### src/rtl/glitch_trigger_if.sv
// Control/status bundle between the glitch controller (master side) and
// glitch_trigger (slave side): target reset input, arm/abort commands,
// sequence timing values and the glitch/status outputs.
interface glitch_trigger_if #(
  parameter int DELAY_W = 32,
  parameter int WIDTH_W = 16
);
  logic               target_reset_n;
  logic               arm;
  logic               abort;
  logic [DELAY_W-1:0] delay;
  logic [WIDTH_W-1:0] width;
  logic               glitch_out;
  logic               busy;
  logic               done;

  modport master (
    output target_reset_n, arm, abort, delay, width,
    input  glitch_out, busy, done
  );

  modport slave (
    input  target_reset_n, arm, abort, delay, width,
    output glitch_out, busy, done
  );
endinterface

### src/rtl/glitch_trigger.sv
// glitch_trigger: after an arm command, waits for the target reset release
// (rising edge of target_reset_n), counts a programmable delay, then drives
// one glitch pulse of programmable width and reports completion on done.
// Optional feature macro: GLITCH_AUTOREARM_EN -- when defined, a finished
// sequence returns to ARMED (busy held high) so every later reset release
// repeats the glitch with the latched delay/width until abort or rst_n.
module glitch_trigger #(
  parameter int DELAY_W = 32,
  parameter int WIDTH_W = 16
) (
  input  logic             clk,
  input  logic             rst_n,
  glitch_trigger_if.slave  bus
);

  typedef enum logic [2:0] {
    S_IDLE  = 3'd0,
    S_ARMED = 3'd1,
    S_DELAY = 3'd2,
    S_PULSE = 3'd3,
    S_DONE  = 3'd4
  } state_t;

  state_t             state_q, state_d;
  logic               rst_q;
  logic [DELAY_W-1:0] dly_lat_q, dly_lat_d;
  logic [WIDTH_W-1:0] wid_lat_q, wid_lat_d;
  logic [DELAY_W-1:0] dly_cnt_q, dly_cnt_d;
  logic [WIDTH_W-1:0] wid_cnt_q, wid_cnt_d;
  logic               glitch_q, glitch_d;
  logic               done_q, done_d;
  logic               busy_q, busy_d;
  logic               rel_edge;

  // Saturating decrement: counters stop at zero and never wrap.
  function automatic logic [DELAY_W-1:0] dec_dly(input logic [DELAY_W-1:0] v);
    return (v == '0) ? v : v - DELAY_W'(1);
  endfunction

  function automatic logic [WIDTH_W-1:0] dec_wid(input logic [WIDTH_W-1:0] v);
    return (v == '0) ? v : v - WIDTH_W'(1);
  endfunction

  // Release edge: line high now, was low at the previous edge.
  assign rel_edge = bus.target_reset_n & ~rst_q;

  // Next-state, counter and output decode; abort overrides everything.
  always_comb begin
    state_d   = state_q;
    dly_lat_d = dly_lat_q;
    wid_lat_d = wid_lat_q;
    dly_cnt_d = dly_cnt_q;
    wid_cnt_d = wid_cnt_q;
    glitch_d  = glitch_q;
    done_d    = 1'b0;
    busy_d    = 1'b0;

    if (bus.abort) begin
      state_d  = S_IDLE;
      glitch_d = 1'b0;
    end else begin
      case (state_q)
        S_IDLE: begin
          glitch_d = 1'b0;
          if (bus.arm) begin
            dly_lat_d = bus.delay;
            wid_lat_d = bus.width;
            state_d   = S_ARMED;
          end
        end
        S_ARMED: begin
          glitch_d = 1'b0;
          if (rel_edge) begin
            dly_cnt_d = dly_lat_q;
            state_d   = S_DELAY;
          end
        end
        S_DELAY: begin
          if (!bus.target_reset_n) begin
            // Target went back into reset: wait for the next release.
            glitch_d = 1'b0;
            state_d  = S_ARMED;
          end else if (dly_cnt_q == '0) begin
            if (wid_lat_q != '0) begin
              glitch_d  = 1'b1;
              wid_cnt_d = wid_lat_q - WIDTH_W'(1);
              state_d   = S_PULSE;
            end else begin
              state_d = S_DONE;
            end
          end else begin
            dly_cnt_d = dec_dly(dly_cnt_q);
          end
        end
        S_PULSE: begin
          if (!bus.target_reset_n) begin
            glitch_d = 1'b0;
            state_d  = S_ARMED;
          end else if (wid_cnt_q == '0) begin
            glitch_d = 1'b0;
            state_d  = S_DONE;
          end else begin
            wid_cnt_d = dec_wid(wid_cnt_q);
          end
        end
        S_DONE: begin
          glitch_d = 1'b0;
          done_d   = 1'b1;
`ifdef GLITCH_AUTOREARM_EN
          state_d  = S_ARMED;
`else
          state_d  = S_IDLE;
`endif
        end
        default: begin
          glitch_d = 1'b0;
          state_d  = S_IDLE;
        end
      endcase
    end

    // busy is registered so it lines up with the state it describes.
`ifdef GLITCH_AUTOREARM_EN
    busy_d = (state_d == S_ARMED) || (state_d == S_DELAY) ||
             (state_d == S_PULSE) || (state_d == S_DONE);
`else
    busy_d = (state_d == S_ARMED) || (state_d == S_DELAY) ||
             (state_d == S_PULSE);
`endif
  end

  // State, counters and registered outputs; rst_q resets high so no false release.
  always_ff @(posedge clk) begin
    if (!rst_n) begin
      state_q   <= S_IDLE;
      rst_q     <= 1'b1;
      dly_lat_q <= '0;
      wid_lat_q <= '0;
      dly_cnt_q <= '0;
      wid_cnt_q <= '0;
      glitch_q  <= 1'b0;
      done_q    <= 1'b0;
      busy_q    <= 1'b0;
    end else begin
      state_q   <= state_d;
      rst_q     <= bus.target_reset_n;
      dly_lat_q <= dly_lat_d;
      wid_lat_q <= wid_lat_d;
      dly_cnt_q <= dly_cnt_d;
      wid_cnt_q <= wid_cnt_d;
      glitch_q  <= glitch_d;
      done_q    <= done_d;
      busy_q    <= busy_d;
    end
  end

  assign bus.glitch_out = glitch_q;
  assign bus.done       = done_q;
  assign bus.busy       = busy_q;

endmodule
### src/flat_wrapper.sv
// flat-port wrapper written by rule: the top's interface ports become plain ports
module glitch_trigger_flat 
#(
  parameter int DELAY_W = 32,
  parameter int WIDTH_W = 16
)
  (clk, rst_n, bus_target_reset_n, bus_arm, bus_abort, bus_delay, bus_width, bus_glitch_out, bus_busy, bus_done);
  glitch_trigger_if #(.DELAY_W(DELAY_W), .WIDTH_W(WIDTH_W)) bus_i ();
  input  logic clk;
  input  logic rst_n;
  input wire logic [$bits(bus_i.target_reset_n)-1:0] bus_target_reset_n;
  input wire logic [$bits(bus_i.arm)-1:0] bus_arm;
  input wire logic [$bits(bus_i.abort)-1:0] bus_abort;
  input wire logic [$bits(bus_i.delay)-1:0] bus_delay;
  input wire logic [$bits(bus_i.width)-1:0] bus_width;
  output wire logic [$bits(bus_i.glitch_out)-1:0] bus_glitch_out;
  output wire logic [$bits(bus_i.busy)-1:0] bus_busy;
  output wire logic [$bits(bus_i.done)-1:0] bus_done;
  assign bus_i.target_reset_n = bus_target_reset_n;
  assign bus_i.arm = bus_arm;
  assign bus_i.abort = bus_abort;
  assign bus_i.delay = bus_delay;
  assign bus_i.width = bus_width;
  assign bus_glitch_out = bus_i.glitch_out;
  assign bus_busy = bus_i.busy;
  assign bus_done = bus_i.done;
  glitch_trigger #(.DELAY_W(DELAY_W), .WIDTH_W(WIDTH_W)) u_core (.clk(clk), .rst_n(rst_n), .bus(bus_i));
endmodule
### config.mk
export PLATFORM = sky130hd
export DESIGN_NAME = glitch_trigger_flat
export DESIGN_NICKNAME = d
export VERILOG_FILES = /design/src/rtl/glitch_trigger_if.sv /design/src/rtl/glitch_trigger.sv /design/src/flat_wrapper.sv
export SDC_FILE = /design/constraint.sdc
export NUM_CORES = 1
export LEC_CHECK = 0
export CORE_ASPECT_RATIO = 1.2
export CORE_MARGIN = 5
export CORE_UTILIZATION = 52
export DETAILED_ROUTE_END_ITERATION = 10
export HOLD_SLACK_MARGIN = 0.1
export PLACE_DENSITY = 0.84
export REMOVE_ABC_BUFFERS = 1
export SYNTH_ARGS = -nofsm -noshare
export SYNTH_HDL_FRONTEND = slang
export SYNTH_SLANG_ARGS = --single-unit
export TNS_END_PERCENT = 100
### constraint.sdc
create_clock -name clk -period 3.4 [get_ports clk]
set_clock_uncertainty 0.2 [all_clocks]
set_input_delay 0.51 -clock clk [delete_from_list [all_inputs] [get_ports clk]]
set_output_delay 0.51 -clock clk [all_outputs]
set_load 0.05 [all_outputs]
### Yosys cells after proc, flatten, opt, wreduce, memory -nomap -nowiden

Cells that the tools add are included.

* add/sub/neg operators: 3
* eq/ne operators: 17
* mux-type cells: 26
* bitwise logic cells: 4
* reductions and logical operators: 13

Operators with widths (count)
* $mux W32: 3
* $mux W16: 5
* $pmux W32 S2: 1
* $logic_not A32 Y1: 1
* $pmux W16 S2: 1
* $sub A16 B1 Y16 const B: 2
* $sub A32 B1 Y32 const B: 1
* $mux W3: 8
* $logic_not A16 Y1: 1
* $reduce_bool A16 Y1: 1
* $eq A3 B2 Y1 const B: 4
* $pmux W3 S4: 1
* $ne A3 B2 Y1 const B: 3
* $ne A2 B2 Y1 const B: 4
* $reduce_and A7 Y1: 1
* $eq A3 B1 Y1 const B: 2
* $mux W1: 6
* $ne A2 B1 Y1 const B: 3
* $reduce_and A3 Y1: 2
* $reduce_and A5 Y1: 1
* $reduce_bool A2 Y1: 2
* $eq A3 B3 Y1 const B: 1
* $logic_not A3 Y1: 1
* $not A1 Y1: 3
* other kinds (4): 5

* flip-flop bits (word level): 103
* input port bits: 53
* word-level logic and storage cells: 72

### Logic depth before layout (Yosys ltp)

Gate-level depths: netlist of the first run.

* depth after elaboration: 9
* mapped depth: 14
* gate-level depth less buffers: 9

### Worst setup path after synthesis of the first run

Ideal clock, no wire load.

* kind: register to register
* from: register u_core.state_q[1]
* to: register u_core.wid_cnt_q[6]
* library setup time: 59 ps
* data arrival time: 3075 ps
* required time: 3141 ps
* slack: 65 ps
* cell stages (with the launch flop): 14
* path buffers: 5
* period minus slack after synthesis: 3335 ps
* cells stage by stage: dfxtp_1 -> clkbuf_1 -> and3b_1 -> clkbuf_1 -> buf_2 -> buf_1 -> mux2i_1 -> ha_1 -> clkbuf_1 -> inv_1 -> or4_1 -> o211ai_1 -> a22o_1 -> a22o_1

* longest elaborated chain between the ends: 3
* elaborated cells between the ends (all ways): 10

Ends and longest elaborated chain
* start, declared: line glitch_trigger.sv:24 `state_t state_q, state_d;`
* start signal, assigned: line glitch_trigger.sv:145 `state_q <= state_d;`
* $eq A3 B2 Y1: line glitch_trigger.sv:62 `case (state_q)`
* $ne A2 B2 Y1 (no source line), or another cell as far along
* $reduce_and A7 Y1 (no source line)
* end signal, assigned: line glitch_trigger.sv:150 `wid_cnt_q <= wid_cnt_d;`
* end, declared: line glitch_trigger.sv:29 `logic [WIDTH_W-1:0] wid_cnt_q, wid_cnt_d;`

Several ways; a longest one is shown, not always the timed one.
A chain may end at the register's enable or synchronous reset.

### Worst setup path after layout of the first run

* from: register u_core.wid_lat_q[2]
* to: register u_core.wid_cnt_q[9]

* longest elaborated chain between the ends: 5
* elaborated cells between the ends (all ways): 8

Ends and longest elaborated chain
* start, declared: line glitch_trigger.sv:27 `logic [WIDTH_W-1:0] wid_lat_q, wid_lat_d;`
* start signal, assigned: line glitch_trigger.sv:148 `wid_lat_q <= wid_lat_d;`
* $sub A16 B1 Y16: line glitch_trigger.sv:86 `wid_cnt_d = wid_lat_q - WIDTH_W'(1);`
* $mux W16: line glitch_trigger.sv:84 `if (wid_lat_q != '0) begin`
* $mux W16: line glitch_trigger.sv:83 `end else if (dly_cnt_q == '0) begin`
* $mux W16: line glitch_trigger.sv:79 `if (!bus.target_reset_n) begin`
* $pmux W16 S2: line glitch_trigger.sv:62

Several ways; a longest one is shown, not always the timed one. The select of a mux whose other input is x is not followed.

==> results of run 1 <==
-- Yosys cell counts, drive strengths merged (2+ instances only) --
master   number
o221a         4
or4          19
and3b         2
o211ai        8
nor4b         5
nand3        18
and3          8
a22o          6
a21boi        3
mux2i         4
a31oi        19
o21a          7
o32ai         2
inv           8
mux2          3
a32o          5
o2bb2ai       2
nor2b         3
nand3b        2
dfxtp       103
o2111ai       3
a32oi         2
nand2b        3
o41a          2
nand2       153
a211oi        9
a21oi        89
o21ai        42
nor3         35
nor3b         4
nand4         7
buf          10
o31ai         7
o41ai         3
a21o          2
or3           6
nor4         16
o22ai         3
clkbuf       46
and2          7
o221ai        2
ha            3
nor2         56
-- how the worst max path moves through the flow --
stage | start | end | cells after the start
after global routing | u_core.dly_cnt_q[14] | u_core.wid_cnt_q[10] | 7
after detailed placement | bus_target_reset_n | u_core.wid_cnt_q[10] | 7
after floorplan | u_core.state_q[1] | u_core.dly_cnt_q[16] | 4
after CTS | u_core.wid_lat_q[2] | u_core.wid_cnt_q[9] | 6
final | u_core.wid_lat_q[2] | u_core.wid_cnt_q[9] | 6
after global placement | bus_target_reset_n | u_core.dly_cnt_q[16] | 8
-- registers in the layout (all words and copies together), names as in the netlist --
register and count:
u_core.bus.glitch_out 1, u_core.rst_q 1, u_core.dly_cnt_q 32, u_core.state_q 3, u_core.dly_lat_q 32, u_core.bus.done 1, u_core.bus.busy 1, u_core.wid_lat_q 16
u_core.wid_cnt_q 16
-- per-layer routing --
metal	part of all wire, %	up-vias	track usage (%)
met1	40	2784	27.5
li1	-	2836	-
met5	0	-	0
met4	2.9	0	11.9
met3	5.5	38	3.60
met2	52	215	43.7
-- logic make-up (layout without fill, tap and decap cells) --
logic type	after synthesis	count (layout)	share of synthesized area, %
adders and majority gates	3	3	0.672
xor gates and xnor gates	1	1	0.157
buffers and inverters	64	105	4.68
and+or+nand+nor	346	346	30.0
AOI/OAI and AO/OA	231	231	26.3
DFF	103	103	36.9
muxes	7	7	1.32
-- worst min-delay path: cells and delay by family, from the launching register on --
| kind | cells | cell delay (ps) |
|---|---|---|
| compound gates | 1 | 50 |
| flops | 1 | 310 |
| simple gates | 1 | 50 |
-- power by group through the flow --
stage               registers, mW  clock network [mW]  logic [mW]
global route                 1.27                1.01       0.394
CTS                          1.26               0.963       0.356
floorplan                    1.29                   0       0.205
finish                       1.27               0.952       0.358
detailed placement           1.29                   0       0.354
global placement             1.29                   0       0.346
-- area by class of cell --
type | count | share of cell area [%]
clock buffer | 11 | 3.54
clock inverter | 5 | 0.533
inverter | 8 | 0.457
multi-input combinational | 588 | 49.7
sequential | 103 | 31.4
tap | 129 | 2.46
timing repair buffer | 81 | 11.9
==> impl_metrics.yaml, run 1 <==
drt:
  drt_wl_total_mm: 15.7
  avgViaCountPerCell: 6.35
  drt_iter0_markers: 470
  drc: 0
  wl_per_cell_um: 17.0
  first_pass_iters: 5
  postRouteAntennaNets: 0
  num_vias: 5873
pwr:
  ir_worst_vdd_uv: 228
  combPwrFrac_pct: 13.9
  power.density_nw_per_um2: 392
  p_clk_share_pct: 37.0
  seq_power_share_pct: 49.1
  power.switching_mw: 0.683
  p_sw_share_pct: 26.5
  internal_power_mw: 1.89
  p_leak_nw: 2.33
  power_mw: 2.58
clocking:
  clk_latency_ps: 340
  cts-root-buf: "clkbuf_16"
  ctsLongestPathBuffers: 2
  cts_resized: 0
  cts_made_buffers: 9
  cts.sinks: 103
  htree_levels: 3
  hold_buffers: 0
  cts_tree: "yes"
  path_clk_slew_ps: 70
  cts_setup_buffers: 0
synthesis:
  synth_area_um2: 5580
  synthArstFlopShare_pct: 0
  synth-seq-cells: 103
  ys_seq_area_share_pct: 36.9
  ys_types: 65
  synth-edff-count: 0
  netlist_top_cells_area: "dfxtp_1 37%, nand2_1 10%, a21oi_1 8.0%"
  synth.largest_area_cell: "dfxtp_1"
  synth_top_area_share_pct: 36.9
  netlist_instances: 755
  ys.warnings.count: 0
  synthFlopType: "dfxtp_1"
  synth.avg_cell_area_um2: 7.39
cells_and_area:
  syn2layout_area_growth_pct: 17.6
  seq_area_um2: 2060
  nFillCells: 948
  most-common-layout-cells: "153 x nand2_1, 103 x dfxtp_1, 89 x a21oi_1"
  n_antenna_cell: 0
  layout_commonest_cell: "nand2_1"
  nets: 847
  postLayoutCoreUtil_pct: 62.5
  stdcell_area_um2: 6570
  stdcell_count: 925
  multi_input_area_um2: 3260
  drive_above_1_share_pct: 7.41
placement:
  dp.cells: 909
  placed_cell_area_um2: 6300
  dpl_worst_slack_ps: 383
  gp_congestion: 1.04
  io_buffers: 55
  dp_hpwl_mm: 11.2
die:
  core_area_um2: 10500
  ios: 56
  die_x_um: 105
  rows: 41
  dieArea_um2: 12900
  start_util_pct: 53.1
  die_h_um: 124
timing:
  drv_slew: 0
  hold_violations: 0
  finalSetupViolCount: 0
  clock.fmax_mhz: 334
  worst_pin_slew_ps: 700
  fin_crit_ps: 2990
  rsz0062_at_grt: "false"
  setup_tns_ps: 0
  fin_hold_ws_ps: 257
  fin_crit_sh_pct: 88.1
  slew_headroom_pct: 53.3
  fin_ws_ps: 406
critical_path:
  reg2reg_slack_ps: 410
  worstSetupPathType: "register to register"
  r2r_start: "u_core.wid_lat_q[2]"
  crit_fanout: 11
  worstPathArrival_ps: 3020
  critPathLaunchType: "register"
  r2r_cells: 6
  path_cells: "or4_1, nor4_4, nor4_2, o21ai_2, nor4b_1, o41a_1"
  cp.required_ps: 3430
  max_stage_delay_ps: 740
  critPathCaptureType: "register"
  reg2reg_to: "u_core.wid_cnt_q[9]"
  cp_slowest_cell: "or4_1"
  cpLargestDelayFamily: "simple AND/OR/NAND/NOR gates"
  crit_buf_inv: 0
grt:
  antenna_found_initial: 0
  grt_overflow: 0
  grt_usage_pct: 24.0
  grt_pass1_vias: 5476
  grt_pass1_wl_mm: 25.9
  grt_max_degree: 49
hold_path:
  holdPathEnd: "u_core.dly_lat_q[12]"
  hold_path_class: "register to register"
  holdPathStages: 2
  worstHoldStart: "u_core.dly_lat_q[12]"
run:
  maxCapViolations: 0
run_status:
  outcome: "completed"
No activity file was read; power rests on OpenSTA's default activity.
==> run 2, diff against run 1 <==
- CORE_MARGIN: 5 -> 4
==> run 2 against run 1 <==
Against the previous run:
- clock power is 3.4% lower
- highest routed layer unchanged
- sequential share of layout area increased by 0.31 points
- final area fell by 0.97%
- critical endpoint is now u_core.wid_cnt_q[6]
==> impl_metrics.yaml, run 2 (synthesis gave the netlist of run 1 again) <==
clocking:
  hold_buffers: 0
  clk_latency_ps: 350
  cts_tree: "yes"
  ctsLongestPathBuffers: 2
  cts_made_buffers: 9
  cts_resized: 0
  htree_levels: 3
  cts_setup_buffers: 0
  cts-root-buf: "clkbuf_16"
  cts.sinks: 103
  path_clk_slew_ps: 70
cells_and_area:
  reg_top3: "u_core.dly_cnt_q: 32 flops, u_core.dly_lat_q: 32 flops"
  nets: 842
  drive_above_1_share_pct: 6.72
  stdcell_count: 918
  most-common-layout-cells: "153 x nand2_1, 103 x dfxtp_1, 89 x a21oi_1"
  n_antenna_cell: 0
  syn2layout_area_growth_pct: 16.5
  postLayoutCoreUtil_pct: 61.8
  layout_commonest_cell: "nand2_1"
drt:
  drc: 0
  postRouteAntennaNets: 0
  num_vias: 5792
  drt_iter0_markers: 399
  first_pass_iters: 5
  wl_per_cell_um: 16.8
  drt_wl_total_mm: 15.4
  avgViaCountPerCell: 6.31
die:
  start_util_pct: 53.1
  die_h_um: 122
  ios: 56
  core_area_um2: 10500
  dieArea_um2: 12500
  die_x_um: 103
  rows: 41
pwr:
  p_clk_share_pct: 36.2
  power.density_nw_per_um2: 391
  internal_power_mw: 1.88
  power.switching_mw: 0.660
  combPwrFrac_pct: 14.0
  power_mw: 2.54
  p_sw_share_pct: 26.0
  ir_worst_vdd_uv: 253
  p_leak_nw: 2.30
  seq_power_share_pct: 49.8
placement:
  dpl_worst_slack_ps: 433
  dp_hpwl_mm: 11.0
  io_buffers: 55
  dp.cells: 904
  gp_congestion: 0.974
grt:
  grt_overflow: 0
  grt_pass1_wl_mm: 25.5
  grt_max_degree: 34
  antenna_found_initial: 0
  grt_pass1_vias: 5553
  grt_usage_pct: 25.1
critical_path:
  worstSetupPathType: "register to register"
  worstPathArrival_ps: 2970
  cp_common_cell: "a22o_1"
  cp_slowest_cell: "or4_1"
  critPathCaptureType: "register"
  max_stage_delay_ps: 740
  path_cells: "or4_1, nor4_4, nor4_2, buf_4, a31o_1, a22o_1, a22o_1"
  critPathLaunchType: "register"
  crit_fanout: 10
  r2r_cells: 7
  cp.required_ps: 3440
run_status:
  outcome: "completed"
hold_path:
  holdPathStages: 2
  hold_path_class: "register to register"
timing:
  rsz0062_at_grt: "false"
  fin_crit_ps: 2920
  drv_slew: 0
  hold_violations: 0
  fin_crit_sh_pct: 86.0
  slew_headroom_pct: 51.4
  fin_ws_ps: 476
  finalSetupViolCount: 0
  setup_tns_ps: 0
  clock.fmax_mhz: 342
  worst_pin_slew_ps: 727
run:
  maxCapViolations: 0
==> run 2: changes by cell type in the layout (fill, tap and decap cells not counted) <==
cell,delta
clkinv_4,-2
clkinvlp_4,+1
buf_4,-4
clkbuf_1,-1
buf_12,-1
==> run 2: metrics by stage <==
step | instance area (um2) | hold slack (ps)
after floorplan | 5350 | 233
after global placement | 6250 | 242
after detailed placement | 6250 | 247
after CTS | 6500 | 256
after global routing | 6500 | 278
final | 6500 | 251
==> run 2: power by group through the flow <==
stage | clock network [mW] | logic, mW | registers [mW]
CTS | 0.942 | 0.354 | 1.26
finish | 0.920 | 0.355 | 1.27
global route | 0.987 | 0.390 | 1.27
detailed placement | 0 | 0.351 | 1.29
global placement | 0 | 0.341 | 1.29
floorplan | 0 | 0.205 | 1.29
==> run 2: final timing paths <==
kind	start	to	slack, ps
max	u_core.wid_lat_q[2]	u_core.wid_cnt_q[6]	480
min	u_core.dly_lat_q[9]	u_core.dly_lat_q[9]	250
max reg2reg	u_core.wid_lat_q[2]	u_core.wid_cnt_q[6]	480
min reg2reg	u_core.dly_lat_q[9]	u_core.dly_lat_q[9]	250
==> run 2: final cells by class <==
class	instances	area (um2)
clock buffer	10	229
clock inverter	4	25.0
fill	960	4010
inverter	8	30.0
multi-input combinational	588	3260
sequential	103	2060
tap	129	161
timing repair buffer	76	733
==> run 2: per-layer routing <==
layer  wire [um]  vias to the layer above  track usage (%)
met4         518                        0             14.0
met3         799                       48             3.62
li1            -                     2817                -
met2        7830                      191             43.0
met5           0                        -                0
met1        6300                     2736             29.5
==> run 2: critical path: cells and delay by family, from the launching register on <==
family	cells	cell delay (ps)
AOI/OAI and AO/OA	3	650
DFF	1	390
and+or+nand+nor	3	1380
buffers and inverters	1	190
==> run 3, diff against run 2 <==
- CORE_UTILIZATION: 52 -> 40
- PLACE_DENSITY: 0.84 -> 0.69
- TNS_END_PERCENT: 100 -> 50
==> run 3 against run 2 <==
Against the previous run:
- global-route usage fell by 5.6 points
- maximum frequency increased by 0.96%
- critical path type unchanged
- largest power group unchanged
- sequential share of layout area shrank 0.38 points
- highest routed layer unchanged
- clock power up 5.7%
- via count down 3.5%
- critical endpoint is now u_core.wid_cnt_q[10]
- first-iteration DRC count grew 1.0%
- total power rose by 1.7%
==> impl_metrics.yaml, run 3 (synthesis gave the netlist of run 1 again) <==
grt:
  grt_pass1_wl_mm: 25.2
  grt_pass1_vias: 5209
  antenna_found_initial: 0
  met3_usage_pct: 3.08
  grtUsageMet2_pct: 33.6
  grt-busiest-layer: "met2"
  use_met1_pct: 24.0
  grt_overflow: 0
  grt_max_degree: 63
  grt_usage_pct: 19.5
cells_and_area:
  nets: 842
  reg_top3: "u_core.dly_cnt_q: 32 flops, u_core.dly_lat_q: 32 flops"
  nFillCells: 1443
  seq_area_um2: 2060
  most-common-layout-cells: "153 x nand2_1, 103 x dfxtp_1, 89 x a21oi_1"
  syn2layout_area_growth_pct: 17.9
  stdcell_count: 961
  layout_commonest_cell: "nand2_1"
  drive_above_1_share_pct: 6.96
  n_antenna_cell: 0
  multi_input_area_um2: 3270
critical_path:
  r2r_cells: 9
  critPathCaptureType: "register"
  r2r_start: "u_core.dly_cnt_q[0]"
  crit_path_end: "u_core.wid_cnt_q[10]"
  path_cells: "inv_1, ha_1, nor4b_1, nand3_1, nor4_2, o21ai_2, buf_4, or4_1, a31oi_1"
  max_stage_delay_ps: 510
  worstSetupPathType: "register to register"
  startpoint: "u_core.dly_cnt_q[0]"
  crit_buf_inv: 2
  worstPathArrival_ps: 2980
  cp.required_ps: 3490
  reg2reg_to: "u_core.wid_cnt_q[10]"
  crit_fanout: 16
  cp_slowest_cell: "or4_1"
  reg2reg_slack_ps: 500
  path_depth: 9
  critPathLaunchType: "register"
  cpLargestDelayFamily: "simple AND/OR/NAND/NOR gates"
drt:
  avgViaCountPerCell: 5.82
  drc: 0
  wl_per_cell_um: 15.7
  first_pass_iters: 5
  drt_iter0_markers: 403
  drt_wl_total_mm: 15.1
  postRouteAntennaNets: 0
  num_vias: 5591
timing:
  setup_tns_ps: 0
  hold_violations: 0
  slew_headroom_pct: 53.3
  drv_slew: 0
  fin_crit_sh_pct: 85.2
  fin_crit_ps: 2900
  worst_pin_slew_ps: 700
  rsz0062_at_grt: "false"
  finalSetupViolCount: 0
  clock.fmax_mhz: 345
die:
  core_area_um2: 13800
  rows: 47
  ios: 56
  start_util_pct: 40.6
  die_h_um: 137
  die_x_um: 116
  dieArea_um2: 15900
placement:
  gp_congestion: 0.860
  dp.cells: 946
  io_buffers: 55
  dp_hpwl_mm: 10.5
pwr:
  p_leak_nw: 2.32
  power.density_nw_per_um2: 392
  internal_power_mw: 1.92
  seq_power_share_pct: 49.0
  p_sw_share_pct: 25.5
  ir_worst_vdd_uv: 238
  p_clk_share_pct: 37.6
  combPwrFrac_pct: 13.3
  power.switching_mw: 0.658
hold_path:
  holdPathStages: 2
  hold_path_class: "register to register"
clocking:
  cts_tree: "yes"
  cts.sinks: 103
  clk_latency_ps: 350
  cts_resized: 0
  path_clk_slew_ps: 70
  ctsLongestPathBuffers: 2
  cts-root-buf: "clkbuf_16"
  htree_levels: 3
  cts_setup_buffers: 0
  hold_buffers: 0
  cts_made_buffers: 9
run_status:
  outcome: "completed"
run:
  maxCapViolations: 0
==> run 3: worst min-delay path by stage <==
stage / from / endpoint / slack [ps]
2_1_floorplan: u_core.dly_lat_q[13] / u_core.dly_lat_q[13] / 230
3_5_place_dp: u_core.dly_lat_q[9] / u_core.dly_lat_q[9] / 250
3_3_place_gp: u_core.dly_lat_q[16] / u_core.dly_lat_q[16] / 240
5_1_grt: u_core.dly_lat_q[29] / u_core.dly_lat_q[29] / 270
4_1_cts: u_core.dly_lat_q[16] / u_core.dly_lat_q[16] / 260
6_report: u_core.dly_lat_q[9] / u_core.dly_lat_q[9] / 250
==> run 3: layout make-up <==
type	instances	share of cell area (%)
clock buffers	12	3.90
well taps	171	3.25
inverters	8	0.456
clock inverters	3	0.285
repair buffers	76	11.1
multi-input cells	588	49.6
flip-flops and latches	103	31.3
==> run 3: power by group through the flow <==
stage	sequential [mW]	clock, mW	combinational (mW)
after floorplan	1.29	0	0.205
after global placement	1.29	0	0.342
after detailed placement	1.29	0	0.345
after CTS	1.27	1.00	0.346
after global routing	1.27	1.05	0.385
final	1.27	0.972	0.344
==> run 3: worst register-to-register path, cell delays in order (launching register included) <==
cell	delay [ps]
dfxtp_1	330
inv_1	120
ha_1	150
nor4b_1	440
nand3_1	230
nor4_2	400
o21ai_2	90
buf_4	210
or4_1	510
a31oi_1	160
==> run 3: per-layer routing <==
metal	routed length, um	share of wire [%]
met4	423	2.8
met2	7330	49
met5	0	0
met1	6670	44
met3	646	4.3
==> run 3: stage by stage <==
step | total power [mW] | util [%] | hold WS, ps | instance area (um2) | setup slack, ps
5_1_grt | 2.71 | 47.8 | 273 | 6580 | 248
3_5_place_dp | 1.64 | 45.8 | 248 | 6310 | 399
2_1_floorplan | 1.49 | - | 233 | 5350 | 287
6_report | 2.58 | 47.8 | 254 | 6580 | 503
4_1_cts | 2.62 | 47.8 | 257 | 6580 | 488
3_3_place_gp | 1.63 | 45.8 | 244 | 6310 | 487
